## config.mk

```make
export PLATFORM = sky130hd
export DESIGN_NAME = booth_seq
export DESIGN_NICKNAME = d
export VERILOG_FILES = /design/src/rtl/booth_seq.sv
export SDC_FILE = /design/constraint.sdc
export NUM_CORES = 1
export LEC_CHECK = 0
export CAP_MARGIN = 5
export CORE_MARGIN = 2
export CORE_UTILIZATION = 52
export DETAILED_ROUTE_END_ITERATION = 8
export PLACE_DENSITY_LB_ADDON = 0.3
export SLEW_MARGIN = 5
export SYNTH_ARGS = -nofsm -noshare
export SYNTH_HDL_FRONTEND = slang
export SYNTH_SLANG_ARGS = --single-unit
```

## constraint.sdc

```tcl
create_clock -name clk -period 2.76 [get_ports clk]
set_input_delay 0.414 -clock clk [delete_from_list [all_inputs] [get_ports clk]]
set_output_delay 0.414 -clock clk [all_outputs]
set_load 0.01 [all_outputs]
```

## src/rtl/booth_seq.sv

```systemverilog
// Sequential radix-2 Booth multiplier with valid/ready handshakes on both sides.
// One operand pair in flight at a time; product held registered until accepted.
module booth_seq #(
  parameter int WIDTH = 6
) (
  input  logic                 clk,
  input  logic                 rst_n,
  input  logic                 in_valid,
  output logic                 in_ready,
  input  logic [WIDTH-1:0]     in1,
  input  logic [WIDTH-1:0]     in2,
  output logic                 out_valid,
  input  logic                 out_ready,
  output logic [2*WIDTH-1:0]   out,
  output logic                 busy
);

  localparam int CW = $clog2(WIDTH + 1);

  typedef enum logic [1:0] {
    IDLE,
    CALC,
    DONE
  } state_e;

  state_e               state_q, state_d;
  logic [WIDTH:0]       a_q, a_d;
  logic [WIDTH:0]       m_q, m_d;
  logic [WIDTH-1:0]     q_q, q_d;
  logic                 qm1_q, qm1_d;
  logic [CW-1:0]        cnt_q, cnt_d;
  logic [2*WIDTH-1:0]   out_q, out_d;
  logic [WIDTH:0]       sum;

  always_comb begin
    state_d = state_q;
    a_d     = a_q;
    m_d     = m_q;
    q_d     = q_q;
    qm1_d   = qm1_q;
    cnt_d   = cnt_q;
    out_d   = out_q;
    sum     = a_q;

    unique case (state_q)
      IDLE: begin
        if (in_valid) begin
          // A and M carry one extra sign bit so -2^(WIDTH-1) never overflows
          m_d     = {in1[WIDTH-1], in1};
          q_d     = in2;
          a_d     = '0;
          qm1_d   = 1'b0;
          cnt_d   = CW'(WIDTH);
          state_d = CALC;
        end
      end
      CALC: begin
        unique case ({q_q[0], qm1_q})
          2'b01:   sum = a_q + m_q;
          2'b10:   sum = a_q - m_q;
          default: sum = a_q;
        endcase
        a_d   = {sum[WIDTH], sum[WIDTH:1]};
        q_d   = {sum[0], q_q[WIDTH-1:1]};
        qm1_d = q_q[0];
        cnt_d = cnt_q - CW'(1);
        if (cnt_q == CW'(1)) begin
          out_d   = {a_d[WIDTH-1:0], q_d};
          state_d = DONE;
        end
      end
      DONE: begin
        if (out_ready) begin
          state_d = IDLE;
        end
      end
      default: state_d = IDLE;
    endcase
  end

  always_ff @(posedge clk or negedge rst_n) begin
    if (!rst_n) begin
      state_q <= IDLE;
      a_q     <= '0;
      m_q     <= '0;
      q_q     <= '0;
      qm1_q   <= 1'b0;
      cnt_q   <= '0;
      out_q   <= '0;
    end else begin
      state_q <= state_d;
      a_q     <= a_d;
      m_q     <= m_d;
      q_q     <= q_d;
      qm1_q   <= qm1_d;
      cnt_q   <= cnt_d;
      out_q   <= out_d;
    end
  end

  assign in_ready  = (state_q == IDLE);
  assign busy      = (state_q != IDLE);
  assign out_valid = (state_q == DONE);
  assign out       = out_q;

endmodule

```

==> results.py <==
metrics = {
    "final_layout": {
        "final_nets": 265,
        "finalNonFillerCells": 287,
        "regArea_um2": 901,
        "n_fill_cell": 321,
        "drive_above_1_share_pct": 12.1,
        "stdcell_area_um2": 2400,
        "diodes": 0,
        "synthToLayoutAreaGrowth_pct": 24.1,
        "final_util_pct": 66.2,
        "multi_input_area_um2": 961,
    },
    "timing": {
        "fin_crit_ps": 2600,
        "whs_ps": 480,
        "finalClockSkew_ps": 5.28,
        "hold_viol": 0,
        "fmax_mhz": 385,
        "post-route-period-util_pct": 94.1,
        "drv_slew": 0,
        "finalSetupViolations": 0,
        "slew_headroom_pct": 60.6,
        "worstMarginPinSlew_ps": 591,
    },
    "route": {
        "viasPerCell": 5.38,
        "num_vias": 1543,
        "wirelength_um": 3850,
        "drc": 0,
        "drt_iter0_markers": 106,
        "antenna_left": 0,
        "avgRoutedWirePerCell_um": 13.4,
        "drt_first_pass_iters": 4,
    },
    "logic_synthesis": {
        "synth.area.top_cells": "dfrtp_1, ha_1, nand2_1, o21ai_0, mux2_2",
        "yosysSeqAreaShare_pct": 46.5,
        "synthCells": 204,
        "ys_top_cells_by_count": "dfrtp_1, nand2_1, o21ai_0",
        "synth_flop_cell": "dfrtp_1",
        "synth_area_um2": 1940,
        "syn_area_per_cell_um2": 9.50,
        "synth-edff-count": 0,
        "yosysWarnings": 0,
        "yosysMostFrequentCell": "dfrtp_1",
        "synth_nets": 231,
        "synth-seq-cells": 36,
        "ys_types": 38,
        "netlist.area_leader.share_pct": 46.5,
        "synthArstFlopShare_pct": 100,
        "synth_top_area_cell": "dfrtp_1",
    },
    "die": {
        "fp.dieW_um": 65.1,
        "die_h_um": 65.1,
        "initial_core_util_pct": 53.3,
        "dieArea_um2": 4230,
        "io_pins": 31,
        "row_count": 22,
        "core_um2": 3630,
    },
    "power_and_ir_drop": {
        "p_comb_share_pct": 59.5,
        "swShare_pct": 41.9,
        "finalPower_uw": 3370,
        "p_sw_uw": 1410,
        "clkPwrFrac_pct": 11.3,
        "p_seq_share_pct": 29.3,
        "p_per_area_nw_per_um2": 1400,
        "internal-power_uw": 1960,
        "max-vdd-ir-drop_uv": 838,
        "p_leak_uw": 0.00111,
    },
    "min_path": {
        "hp-class": "flop to flop",
    },
    "critical_path": {
        "cp_slowest_cell": "or4_1",
        "cp_max_fo": 4,
        "setup.worst_path.start_class": "flop",
        "cp-end-kind": "flop",
        "crit_type": "flop to flop",
        "critPathMaxStageDelay_ps": 460,
        "crit_path_cell_trace": "inv_1 -> ha_1 -> mux2_2 -> fa_1 -> nor2b_2 -> o31ai_2 -> and3_4 -> or4_1 -> a31oi_1",
        "worstPathArrival_ps": 2810,
        "required_ps": 2970,
    },
    "place": {
        "portBuffers": 30,
        "postPlaceCellArea_um2": 2290,
        "dp_hpwl_um": 2780,
        "gp_congestion": 0.896,
        "post-place-cells": 277,
    },
    "global_routing": {
        "grt_max_degree": 37,
        "grt_use_total_pct": 21.0,
        "grt_pass1_vias": 1524,
        "grt_pass1_wl_um": 6800,
        "grt.overflow.total": 0,
        "antenna_found_initial": 0,
    },
    "clock_network": {
        "cts_inserted_buffers": 5,
        "htreeDepth": 2,
        "cts_sinks": 36,
        "clk_latency_ps": 280,
        "clock-root-buffer": "clkbuf_8",
        "clk_pin_slew_ps": 70,
        "cts_tree": "done",
        "ctsLongestPathBuffers": 2,
    },
    "job": {
        "drv_cap": 0,
    },
    "status": {
        "status": "finished clean",
    },
}
[path summary, 6_finish.rpt]
| kind | to | from | slack [ps] | cells after the start |
|---|---|---|---|---|
| max in group asynchronous | q_q[4] | rst_n | 1900 | 2 |
| max | out[11] | m_q[0] | 160 | 9 |
| min | out[1] | out[1] | 480 | 2 |
| min in group asynchronous | out[5] | rst_n | 530 | 2 |
| min reg2reg | out[1] | out[1] | 480 | 2 |
| max reg2reg | out[11] | m_q[0] | 160 | 9 |
[kinds of logic after synthesis]
family,after synthesis,share of synthesized area (%)
fa+ha+maj,11,7.49
simple gates,75,18.7
buf+inv,21,4.33
mux,13,7.23
xor+xnor,4,1.81
compound gates,44,13.9
flops,36,46.5
[state kept, by name, summed over array words and instances, names as in the netlist]
| name | flops |
|---|---|
| cnt_q | 3 |
| out | 12 |
| q_q | 6 |
| m_q | 6 |
| qm1_q | 1 |
| a_q | 6 |
| state_q | 2 |
[per-stage QoR]
stage          TNS, ps  setup slack, ps
2_1_floorplan        0              221
3_3_place_gp         0              192
3_5_place_dp         0             69.3
4_1_cts              0             34.0
5_1_grt          -14.2            -14.2
6_report             0              163
[repair_timing]
| item | 4_1_cts | 5_1_grt |
|---|---|---|
| gates resized for setup | 0 | 2 |
| endpoints found under the setup margin | 0 | 2 |
| setup buffers | 0 | 2 |
| hold buffers | 0 | 0 |
| endpoints found under the hold margin | 0 | 0 |
[metal layers]
| layer | vias up | share of wire (%) | global-route usage, % | routed length [µm] |
|---|---|---|---|---|
| met5 | - | 0 | 0 | 0 |
| met4 | 0 | 1.3 | 7.03 | 49 |
| met3 | 5 | 2.8 | 4.86 | 108 |
| met2 | 23 | 51 | 35.4 | 1970 |
| met1 | 740 | 45 | 26.5 | 1720 |
| li1 | 775 | - | - | - |
[cell type report]
| class | instances | area share, % |
|---|---|---|
| multi-input combinational | 147 | 40.0 |
| sequential | 36 | 37.5 |
| timing repair buffer | 36 | 14.4 |
| clock buffer | 6 | 3.43 |
| tap | 48 | 2.50 |
| inverter | 12 | 1.87 |
| clock inverter | 2 | 0.416 |
[worst max-delay path: cells and delay by family, from the launching register on]
kind,cells,cell delay (ps)
AO/OA/AOI/OAI,2,250
adder cells (fa/ha/maj),2,700
flip-flops,1,370
multiplexers,1,290
buffers and inverters,1,70
AND/OR/NAND/NOR,3,840
[layout by cell type (no fill, tap or decap), types with 3 or more instances in the layout]
cell type / netlist / final
nand2_1: 33 / 33
nor2b_1: 5 / 4
nand3_1: 10 / 10
xnor2_1: 4 / 4
dfrtp_1: 36 / 36
mux2i_1: 5 / 5
nor3_1: 5 / 5
nor2_1: 9 / 9
ha_1: 10 / 10
a21oi_1: 6 / 6
clkbuf_8: 0 / 6
o21a_1: 4 / 4
buf_4: 1 / 6
inv_1: 12 / 12
clkdlybuf4s50_1: 0 / 30
o21ai_0: 20 / 20
nand2b_1: 3 / 3
mux2_2: 8 / 8
[power groups by stage]
| stage | logic [µW] | registers [µW] | clock network [µW] |
|---|---|---|---|
| 6_report | 2010 | 987 | 380 |
| 5_1_grt | 2280 | 1030 | 410 |
| 4_1_cts | 1950 | 990 | 388 |
| 3_5_place_dp | 1950 | 997 | 0 |
| 3_3_place_gp | 1890 | 991 | 0 |
| 2_1_floorplan | 1400 | 985 | 0 |
(Power assumes the default switching activity.)
